`src/rtl/multi_digit_scroll_driver_if.sv`:
```
// Character-write port, display mode/DP controls and the multiplexed 7-segment
// drive lines of the scroll driver.
interface multi_digit_scroll_driver_if #(
  parameter int NUM_DIGITS = 8,
  parameter int MSG_DEPTH  = 16
);
  localparam int AW = $clog2(MSG_DEPTH);

  logic                  wr_en;
  logic [AW-1:0]         wr_addr;
  logic [3:0]            wr_data;
  logic                  mode;
  logic [NUM_DIGITS-1:0] dp_mask;
  logic [NUM_DIGITS-1:0] an;
  logic [6:0]            seg;
  logic                  dp;

  modport master (
    output wr_en, wr_addr, wr_data, mode, dp_mask,
    input  an, seg, dp
  );

  modport slave (
    input  wr_en, wr_addr, wr_data, mode, dp_mask,
    output an, seg, dp
  );
endinterface

```
`src/rtl/multi_digit_scroll_driver.sv`:
```
// Multiplexed 7-segment driver: scans NUM_DIGITS digits from a small hex
// character memory, optionally scrolling the message one character per step.
module multi_digit_scroll_driver #(
  parameter int NUM_DIGITS    = 8,
  parameter int MSG_DEPTH     = 16,
  parameter int REFRESH_DIV   = 4096,
  parameter int BLANK_CYCLES  = 64,
  parameter int SCROLL_FRAMES = 256
) (
  input  logic                        clk,
  input  logic                        reset,
  multi_digit_scroll_driver_if.slave  bus
);
  localparam int AW = $clog2(MSG_DEPTH);
  localparam int SW = $clog2(REFRESH_DIV);
  localparam int IW = $clog2(NUM_DIGITS);
  localparam int FW = (SCROLL_FRAMES > 1) ? $clog2(SCROLL_FRAMES) : 1;

  localparam logic [SW-1:0] SC_LAST  = SW'(REFRESH_DIV - 1);
  localparam logic [SW-1:0] BLANK_SC = SW'(BLANK_CYCLES);
  localparam logic [IW-1:0] IDX_LAST = IW'(NUM_DIGITS - 1);
  localparam logic [FW-1:0] FR_LAST  = FW'(SCROLL_FRAMES - 1);
  localparam logic [AW-1:0] ADDR_OFS = AW'(NUM_DIGITS - 1);

  logic [SW-1:0]         r_sc;
  logic [IW-1:0]         r_idx;
  logic [AW-1:0]         r_base;
  logic [FW-1:0]         r_frame;
  logic [3:0]            r_mem [MSG_DEPTH];
  logic [NUM_DIGITS-1:0] r_an;
  logic [6:0]            r_seg;
  logic                  r_dp;

  logic                  w_slot_end;
  logic                  w_frame_end;
  logic [SW-1:0]         w_sc_nxt;
  logic [IW-1:0]         w_idx_nxt;
  logic [NUM_DIGITS-1:0] w_an_nxt;
  logic [AW-1:0]         w_rd_addr;

  function automatic logic [6:0] f_decode(input logic [3:0] ch);
    case (ch)
      4'h0: f_decode = 7'b0000001;
      4'h1: f_decode = 7'b1001111;
      4'h2: f_decode = 7'b0010010;
      4'h3: f_decode = 7'b0000110;
      4'h4: f_decode = 7'b1001100;
      4'h5: f_decode = 7'b0100100;
      4'h6: f_decode = 7'b0100000;
      4'h7: f_decode = 7'b0001111;
      4'h8: f_decode = 7'b0000000;
      4'h9: f_decode = 7'b0000100;
      4'hA: f_decode = 7'b0001000;
      4'hB: f_decode = 7'b1100000;
      4'hC: f_decode = 7'b0110001;
      4'hD: f_decode = 7'b1000010;
      4'hE: f_decode = 7'b0110000;
      default: f_decode = 7'b0111000;
    endcase
  endfunction

  // Anodes are registered from the next scan position so that an[] lines up
  // with the (sc, idx) values of the cycle in which it is visible.
  always_comb begin
    w_slot_end  = (r_sc == SC_LAST);
    w_frame_end = w_slot_end && (r_idx == '0);
    w_sc_nxt    = w_slot_end ? '0 : r_sc + SW'(1);
    w_idx_nxt   = r_idx;
    if (w_slot_end) w_idx_nxt = (r_idx == '0) ? IDX_LAST : r_idx - IW'(1);
    w_an_nxt = '1;
    if (w_sc_nxt >= BLANK_SC) w_an_nxt[w_idx_nxt] = 1'b0;
    w_rd_addr = r_base + ADDR_OFS - AW'(r_idx);
  end

  always_ff @(posedge clk) begin
    if (!reset) begin
      r_sc    <= '0;
      r_idx   <= IDX_LAST;
      r_base  <= '0;
      r_frame <= '0;
      r_an    <= '1;
      r_seg   <= '1;
      r_dp    <= 1'b1;
      // NOTE: the message store must read back as zeros after reset, so it is
      // built from resettable flops rather than an inferred RAM.
      for (int i = 0; i < MSG_DEPTH; i++) r_mem[i] <= '0;
    end else begin
      r_sc  <= w_sc_nxt;
      r_idx <= w_idx_nxt;
      r_an  <= w_an_nxt;
      // NOTE: non-blocking updates make a same-edge write invisible to this
      // fetch; the stored value shows up on the next fetch of that address.
      if (r_sc == '0) begin
        r_seg <= f_decode(r_mem[w_rd_addr]);
        r_dp  <= ~bus.dp_mask[r_idx];
      end
      if (bus.wr_en) r_mem[bus.wr_addr] <= bus.wr_data;

      if (!bus.mode) begin
        r_base  <= '0;
        r_frame <= '0;
      end else if (w_frame_end) begin
        if (r_frame == FR_LAST) begin
          r_frame <= '0;
          r_base  <= r_base + AW'(1);
        end else begin
          r_frame <= r_frame + FW'(1);
        end
      end
    end
  end

  assign bus.an  = r_an;
  assign bus.seg = r_seg;
  assign bus.dp  = r_dp;
endmodule

```
`src/flat_wrapper.sv`:
```
// flat-port wrapper written by rule: the top's interface ports become plain ports
module multi_digit_scroll_driver_flat 
#(
  parameter int NUM_DIGITS    = 8,
  parameter int MSG_DEPTH     = 16,
  parameter int REFRESH_DIV   = 4096,
  parameter int BLANK_CYCLES  = 64,
  parameter int SCROLL_FRAMES = 256
)
  (clk, reset, bus_wr_en, bus_wr_addr, bus_wr_data, bus_mode, bus_dp_mask, bus_an, bus_seg, bus_dp);
  multi_digit_scroll_driver_if #(.NUM_DIGITS(NUM_DIGITS), .MSG_DEPTH(MSG_DEPTH)) bus_i ();
  input  logic clk;
  input  logic reset;
  input wire logic [$bits(bus_i.wr_en)-1:0] bus_wr_en;
  input wire logic [$bits(bus_i.wr_addr)-1:0] bus_wr_addr;
  input wire logic [$bits(bus_i.wr_data)-1:0] bus_wr_data;
  input wire logic [$bits(bus_i.mode)-1:0] bus_mode;
  input wire logic [$bits(bus_i.dp_mask)-1:0] bus_dp_mask;
  output wire logic [$bits(bus_i.an)-1:0] bus_an;
  output wire logic [$bits(bus_i.seg)-1:0] bus_seg;
  output wire logic [$bits(bus_i.dp)-1:0] bus_dp;
  assign bus_i.wr_en = bus_wr_en;
  assign bus_i.wr_addr = bus_wr_addr;
  assign bus_i.wr_data = bus_wr_data;
  assign bus_i.mode = bus_mode;
  assign bus_i.dp_mask = bus_dp_mask;
  assign bus_an = bus_i.an;
  assign bus_seg = bus_i.seg;
  assign bus_dp = bus_i.dp;
  multi_digit_scroll_driver #(.NUM_DIGITS(NUM_DIGITS), .MSG_DEPTH(MSG_DEPTH), .REFRESH_DIV(REFRESH_DIV), .BLANK_CYCLES(BLANK_CYCLES), .SCROLL_FRAMES(SCROLL_FRAMES)) u_core (.clk(clk), .reset(reset), .bus(bus_i));
endmodule
```
`config.mk`:
```
export PLATFORM = sky130hd
export DESIGN_NAME = multi_digit_scroll_driver_flat
export DESIGN_NICKNAME = d
export VERILOG_FILES = /design/src/rtl/multi_digit_scroll_driver_if.sv /design/src/rtl/multi_digit_scroll_driver.sv /design/src/flat_wrapper.sv
export SDC_FILE = /design/constraint.sdc
export NUM_CORES = 1
export LEC_CHECK = 0
export BUFFER_PORTS_ARGS = -buffer_cell sky130_fd_sc_hd__buf_4
export CAP_MARGIN = 10
export CORE_ASPECT_RATIO = 0.6
export CORE_MARGIN = 3
export CORE_UTILIZATION = 57
export CTS_CLUSTER_DIAMETER = 80
export DETAILED_ROUTE_END_ITERATION = 10
export GPL_TIMING_DRIVEN = 0
export PLACE_DENSITY = 0.76
export SYNTH_ARGS = -nofsm -noshare
export SYNTH_HDL_FRONTEND = slang
export SYNTH_SLANG_ARGS = --single-unit
```
`constraint.sdc`:
```
create_clock -name clk -period 4 [get_ports clk]
set_input_delay 0.4 -clock clk [delete_from_list [all_inputs] [get_ports clk]]
set_output_delay 0.4 -clock clk [all_outputs]
set_load 0.01 [all_outputs]
```
Word level (Yosys, flattened, before mapping)
Memory sizes are Yosys's and may differ from the RTL's. A register that Yosys moved wholly into a read port is not among the register bits.
Index checks and enable logic that the tools add are counted.
{"block": "totals", "reg_bits": 36, "latchBits": 0, "ram_bits": 64, "romBits": 112, "input_bits": 20, "out_inout_bits": 16, "word_cells": 46, "memories": 2}
{"block": "classes", "add_sub_neg": 6, "n_mul": 0, "div_mod_pow": 0, "order_cmp": 4, "eq_ne": 2, "n_shift": 0, "muxes": 15, "n_bitwise": 2, "reduce_logical": 9}
{"memory": "(name not given)", "depth": 16, "word_bits": 7, "read_ports": 1, "rd_clocked_by_memory_dff": 1, "write_ports": 0, "line_no": "multi_digit_scroll_driver.sv:42", "rtl": "case (ch)"}
{"memory": "u_core.r_mem", "depth": 16, "word_bits": 4, "read_ports": 1, "rd_clocked_by_memory_dff": 0, "write_ports": 16, "line_no": "multi_digit_scroll_driver.sv:29", "rtl": "logic [3:0] r_mem [MSG_DEPTH];"}
{"cell": "adder 12 x 1 -> 12 bit, second input constant", "count": 1}
{"cell": "== test 12 bit, second input constant", "count": 1}
{"cell": ">= comparator 12 x 7 -> 1 bit, second input constant", "count": 1}
{"cell": "logical NOT 12 bit", "count": 1}
{"cell": "2-to-1 mux 12 bit", "count": 1}
{"cell": "adder 8 x 1 -> 8 bit, second input constant", "count": 1}
{"cell": "== test 8 bit, second input constant", "count": 1}
{"cell": "< comparator 3 x 4 -> 1 bit, second input constant", "count": 2}
{"cell": "2-to-1 mux 4 bit", "count": 2}
{"cell": "2-to-1 mux 8 bit", "count": 1}
{"cell": "inverter 8 bit", "count": 1}
{"cell": "2-to-1 mux 1 bit", "count": 7}
{"cell": "2-to-1 mux 3 bit", "count": 2}
{"cell": "AND reduction 2 bit", "count": 3}
{"cell": "adder 4 x 1 -> 4 bit, second input constant", "count": 1}
{"cell": "adder 4 x 3 -> 4 bit, second input constant", "count": 1}
{"cell": "OR reduction 4 bit", "count": 1}
{"cell": "subtractor 4 x 3 -> 4 bit", "count": 1}
{"cell": "binary-select mux 1 bit (select 3 bit)", "count": 1}
{"cell": "demux 1 bit (select 3 bit)", "count": 1}
{"cell": ">= comparator 3 x 1 -> 1 bit, second input constant", "count": 1}
{"cell": "logical NOT 3 bit", "count": 1}
{"cell": "subtractor 3 x 1 -> 3 bit, second input constant", "count": 1}
{"cell": "logical AND 1 bit", "count": 2}
{"cell": "other kinds (2)", "count": 2}

Depth between registers and ports, before layout
{"block": "depth", "word_depth": 8, "ltp_mapped": 15, "ltp_nobuf": 14}

Worst setup path after synthesis
OpenSTA, ideal clock, no wires.
{"block": "synth_timing", "kind": "register to register", "start": "register u_core.r_idx[1]", "end": "register u_core.r_seg[3] (netlist: u_core.bus.seg[3])", "arrival_ns": 3.031, "slack_ns": 0.832, "stages_incl_launch_ff": 12, "path_buffers": 2, "path_cell_list": "dfxtp_1 inv_1 ha_1 ha_1 clkbuf_1 buf_2 mux4_2 mux4_2 ha_1 mux2_1 mux2i_1 o211ai_1"}
{"block": "synth_via", "elab_chain_cells": 2}
{"item": "start, declared", "line_no": "multi_digit_scroll_driver.sv:26", "rtl": "logic [IW-1:0] r_idx;"}
{"item": "start signal, assigned", "line_no": "multi_digit_scroll_driver.sv:89", "rtl": "r_idx <= w_idx_nxt;"}
{"item": "subtractor 4 x 3 -> 4 bit", "line_no": "multi_digit_scroll_driver.sv:72", "rtl": "w_rd_addr = r_base + ADDR_OFS - AW'(r_idx);"}
{"item": "memory read (16 x 4 bit)"}
{"item": "end, declared", "line_no": "multi_digit_scroll_driver.sv:31", "rtl": "logic [6:0] r_seg;"}
Every way passes these cells.
A chain may end at the register's enable or synchronous reset.

Worst setup path in the final report
{"block": "layout_timing", "start": "register u_core.r_idx[1]", "end": "register u_core.r_seg[6] (netlist: u_core.bus.seg[6])"}
Same word-level chain as after synthesis.

==> impl_summary.txt <==
----------------------------------------------------
[Status]
  Run status ... completed

[CTS]
  Resized cells post-CTS ... 0
  Number of clock buffers inserted by TritonCTS ... 9
  Max Root-Sink Buffers ... 2
  Clock latency on the worst-skew pair ... 0.35 ns
  Hold-fix buffers at CTS ... 0
  Clock tree from TritonCTS ... built
  Clock tree root buffer cell ... sky130_fd_sc_hd__clkbuf_16
  # clock sinks ... 107
  Number of H-tree branching levels ... 3
  CTS clk-pin slew, worst paths ... roughly 0.070 ns
  # Post-CTS Setup Buffers ... 0

[Worst setup path]
  Critical Path AT ... between 3 and 4 ns
  Capturing element type of the critical path ... flip-flop
  Crit path required time ... approximately 4.2 ns
  Highest fanout seen on the critical path ... 10
  Worst Path Class, Setup ... reg2reg
  Element type at the critical path start ... flip-flop

[STA]
  Minimum clock period ... 3.65 ns
  Post-Route Skew ... around 0.0066 ns
  Slew @ Worst Pin ... slightly below 0.8 ns
  Post-Route Setup TNS ... 0 ns
  Unrepaired setup endpoints after global routing ... false
  Final hold vios ... 0
  Part of the cycle the worst path needs ... between 90% and 100%
  Relative slew margins ... between 40 and 50%
  Maximum operating frequency ... ~270 MHz
  Count of pins over their slew limit ... 0
  Final-report setup violation count ... 0

[Yosys]
  Cell types with the highest counts after synthesis ... sky130_fd_sc_hd__and2_1 (69), sky130_fd_sc_hd__edfxtp_1 (64), sky130_fd_sc_hd__nor2_1 (49), sky130_fd_sc_hd__dfxtp_1 (43), sky130_fd_sc_hd__nand2_1 (35)
  Leading register cell type out of synthesis ... sky130_fd_sc_hd__edfxtp_1
  Cell types occupying the most area after synthesis ... sky130_fd_sc_hd__edfxtp_1 (35%), sky130_fd_sc_hd__dfxtp_1 (16%), sky130_fd_sc_hd__and2_1 (7.8%)
  Number of enable flip-flop cells after synthesis ... 64
  Mapped Area ... 0.00551 mm²
  Async set-or-reset flop fraction in the synthesized netlist ... 0%
  Sequential cell area fraction in the yosys report ... a little over 50%
  Number of distinct library cells after synthesis ... 60
  Cell with the most instances after synthesis ... sky130_fd_sc_hd__and2_1
  Syn. warnings ... 0
  Top cell type's share of synthesized area ... between 30% and 40%
  Largest area contributor in the netlist ... sky130_fd_sc_hd__edfxtp_1
  Syn nets ... around 510
  Mean Syn Cell Area ... 11.6 µm²
  Cells after synthesis ... roughly 480
  Number of synthesized register bits ... ~110

[Global route]
  Pin count of the biggest net entering global routing ... 17
  First-pass GRT wire length ... around 19000 µm
  GRT Total Usage ... a little under a quarter
  Residual overflow from global routing ... 0
  Number of antenna violations at the first check in global routing ... 0
  Via count of the first global-routing pass ... about 3700

[Detailed routing]
  Ratio of routed vias to standard cells ... between 5 and 6
  Avg WL per Cell ... around 19 µm
  DRC viols ... 0
  Number of violations reported at the end of detailed-routing iteration 0 ... ~400
  Final Routed Wirelength ... approximately 12000 µm
  Post-route antenna net violation count ... 0
  Detailed-router iteration count before antenna repair ... 5
  Number of vias in the routed layout ... between 3000 and 4000

[Hold path]
  Type of the most critical hold path ... in2reg

[Die]
  Number of rows in the core area ... 27
  Core area ... 0.00929 mm²
  Die ar. ... between 0.01 and 0.015 mm²
  I/O pins ... 36
  Starting utilization of the core area ... 59.4%
  Floorplan die width ... between 100 and 150 µm
  Die Y-Extent ... slightly above 80 µm

[Flow run]
  Max capacitance violation total ... 0

[Placement]
  HPWL after detailed placement ... 9160 µm
  I/O Buffers ... 35
  Final RePlAce weighted congestion ... 0.872
  Placed Instances ... approximately 640

[Final layout]
  Diodes inserted ... 0
  Fillers ... 699
  Area added between synthesis and finish ... 12.8%
  Net count, final ... between 500 and 600
  Proportion of layout cells with a drive suffix above 1 ... between 10% and 20%
  Cell Count, Final, Fillers Out ... around 660

[Power and ir drop]
  P_leak ... 0.00235 µW
  Max rail drop VDD ... roughly 0.00023 V
  Sum of internal, switching and leakage power ... around 2300 µW
  Power density over the cells ... 366 mW/mm²

----------------------------------------------------
==> metal layers <==
| layer | track usage, % | share of wire [%] | wire length (µm) | vias to the layer above |
|---|---|---|---|---|
| met5 | 0 | 0 | 0 | - |
| met4 | 5.29 | 1.2 | 144 | 0 |
| met3 | 5.87 | 7.9 | 965 | 18 |
| met2 | 34.2 | 43 | 5290 | 162 |
| met1 | 35.5 | 48 | 5810 | 1891 |
| li1 | - | - | - | 1810 |
==> registers in the layout, indices dropped and copies added, names as in the netlist <==
register and flops:
u_core.bus.an 8, u_core.bus.dp 1, u_core.bus.seg 7, u_core.r_base 4
u_core.r_frame 8, u_core.r_idx 3, u_core.r_mem 64, u_core.r_sc 12
==> stage by stage <==
step	instance area, µm²	utilization (%)	hold WS, ns	setup WS (ns)
detailed placement	5940	63.9	0.464	0.199
finish	6220	67.0	0.387	0.349
global placement	5940	63.9	0.445	0.249
floorplan	5510	-	0.430	0.832
CTS	6220	67.0	0.379	0.184
global route	6220	67.0	0.395	0.0902
==> logic make-up (layout without fill, tap and decap cells) <==
| family | after synthesis | in the layout | share of synthesized area (%) |
|---|---|---|---|
| compound gates | 49 | 49 | 5.72 |
| xor+xnor | 21 | 21 | 3.59 |
| fa+ha+maj | 16 | 16 | 3.77 |
| buf+inv | 33 | 83 | 2.79 |
| flops | 107 | 107 | 50.5 |
| mux | 38 | 38 | 12.4 |
| simple gates | 212 | 212 | 21.3 |
==> worst paths after layout <==
path	from	slack [ns]	cells past startpoint	end
hold / removal	bus_wr_data[1]	0.39	2	u_core.r_mem[13][1]
hold reg to reg	u_core.r_sc[0]	0.48	1	u_core.r_sc[0]
setup reg to reg	u_core.r_idx[1]	0.35	11	u_core.bus.seg[6]
setup / recovery	u_core.r_idx[1]	0.35	11	u_core.bus.seg[6]
==> cells in the final DEF (no fill, tap or decap), types with 3 or more instances in the layout <==
master and n:
sky130_fd_sc_hd__a211oi_1 3, sky130_fd_sc_hd__a21oi_1 7, sky130_fd_sc_hd__a31oi_1 3, sky130_fd_sc_hd__and2_1 69
sky130_fd_sc_hd__and3_1 4, sky130_fd_sc_hd__buf_2 4, sky130_fd_sc_hd__buf_4 35, sky130_fd_sc_hd__clkbuf_1 11
sky130_fd_sc_hd__clkbuf_16 9, sky130_fd_sc_hd__dfxtp_1 43, sky130_fd_sc_hd__edfxtp_1 64, sky130_fd_sc_hd__ha_1 15
sky130_fd_sc_hd__inv_1 14, sky130_fd_sc_hd__mux2_2 3, sky130_fd_sc_hd__mux2i_1 14, sky130_fd_sc_hd__mux4_1 13
sky130_fd_sc_hd__mux4_2 6, sky130_fd_sc_hd__nand2_1 35, sky130_fd_sc_hd__nand2b_1 11, sky130_fd_sc_hd__nand3_1 10
sky130_fd_sc_hd__nand4_1 5, sky130_fd_sc_hd__nor2_1 49, sky130_fd_sc_hd__nor3_1 8, sky130_fd_sc_hd__o21ai_0 19
sky130_fd_sc_hd__o32a_1 3, sky130_fd_sc_hd__or3_1 3, sky130_fd_sc_hd__xnor2_1 10, sky130_fd_sc_hd__xor2_1 10
==> where the power goes <==
part / switching, µW / leakage [µW] / internal (µW)
Combinational: 104 / 0.00126 / 75.5
Clock: 377 / 0.000137 / 480
Sequential: 23.6 / 0.000960 / 1220
==> cell type report <==
class                           instances  area [µm²]  share of cell area (%)
Clock buffer                           10         229                    3.68
Multi-Input combinational cell        336        2580                    41.4
Clock inverter                          6        56.3                   0.905
Sequential cell                       107        2780                    44.7
Inverter                               15        57.6                   0.925
Tap cell                              130         163                    2.61
Timing Repair Buffer                   35         263                    4.22
Buffer                                 17        92.6                    1.49
==> critical path: stages, from the launching register on <==
cell,delay [ns]
sky130_fd_sc_hd__dfxtp_1,0.44
sky130_fd_sc_hd__inv_1,0.14
sky130_fd_sc_hd__ha_1,0.29
sky130_fd_sc_hd__ha_1,0.47
sky130_fd_sc_hd__buf_2,0.33
sky130_fd_sc_hd__mux4_1,0.39
sky130_fd_sc_hd__mux4_2,0.58
sky130_fd_sc_hd__ha_1,0.29
sky130_fd_sc_hd__mux2i_1,0.16
sky130_fd_sc_hd__nor3_1,0.06
sky130_fd_sc_hd__a211oi_1,0.28
sky130_fd_sc_hd__a21oi_1,0.10
Note: power is estimated with default switching activity, not from simulation.
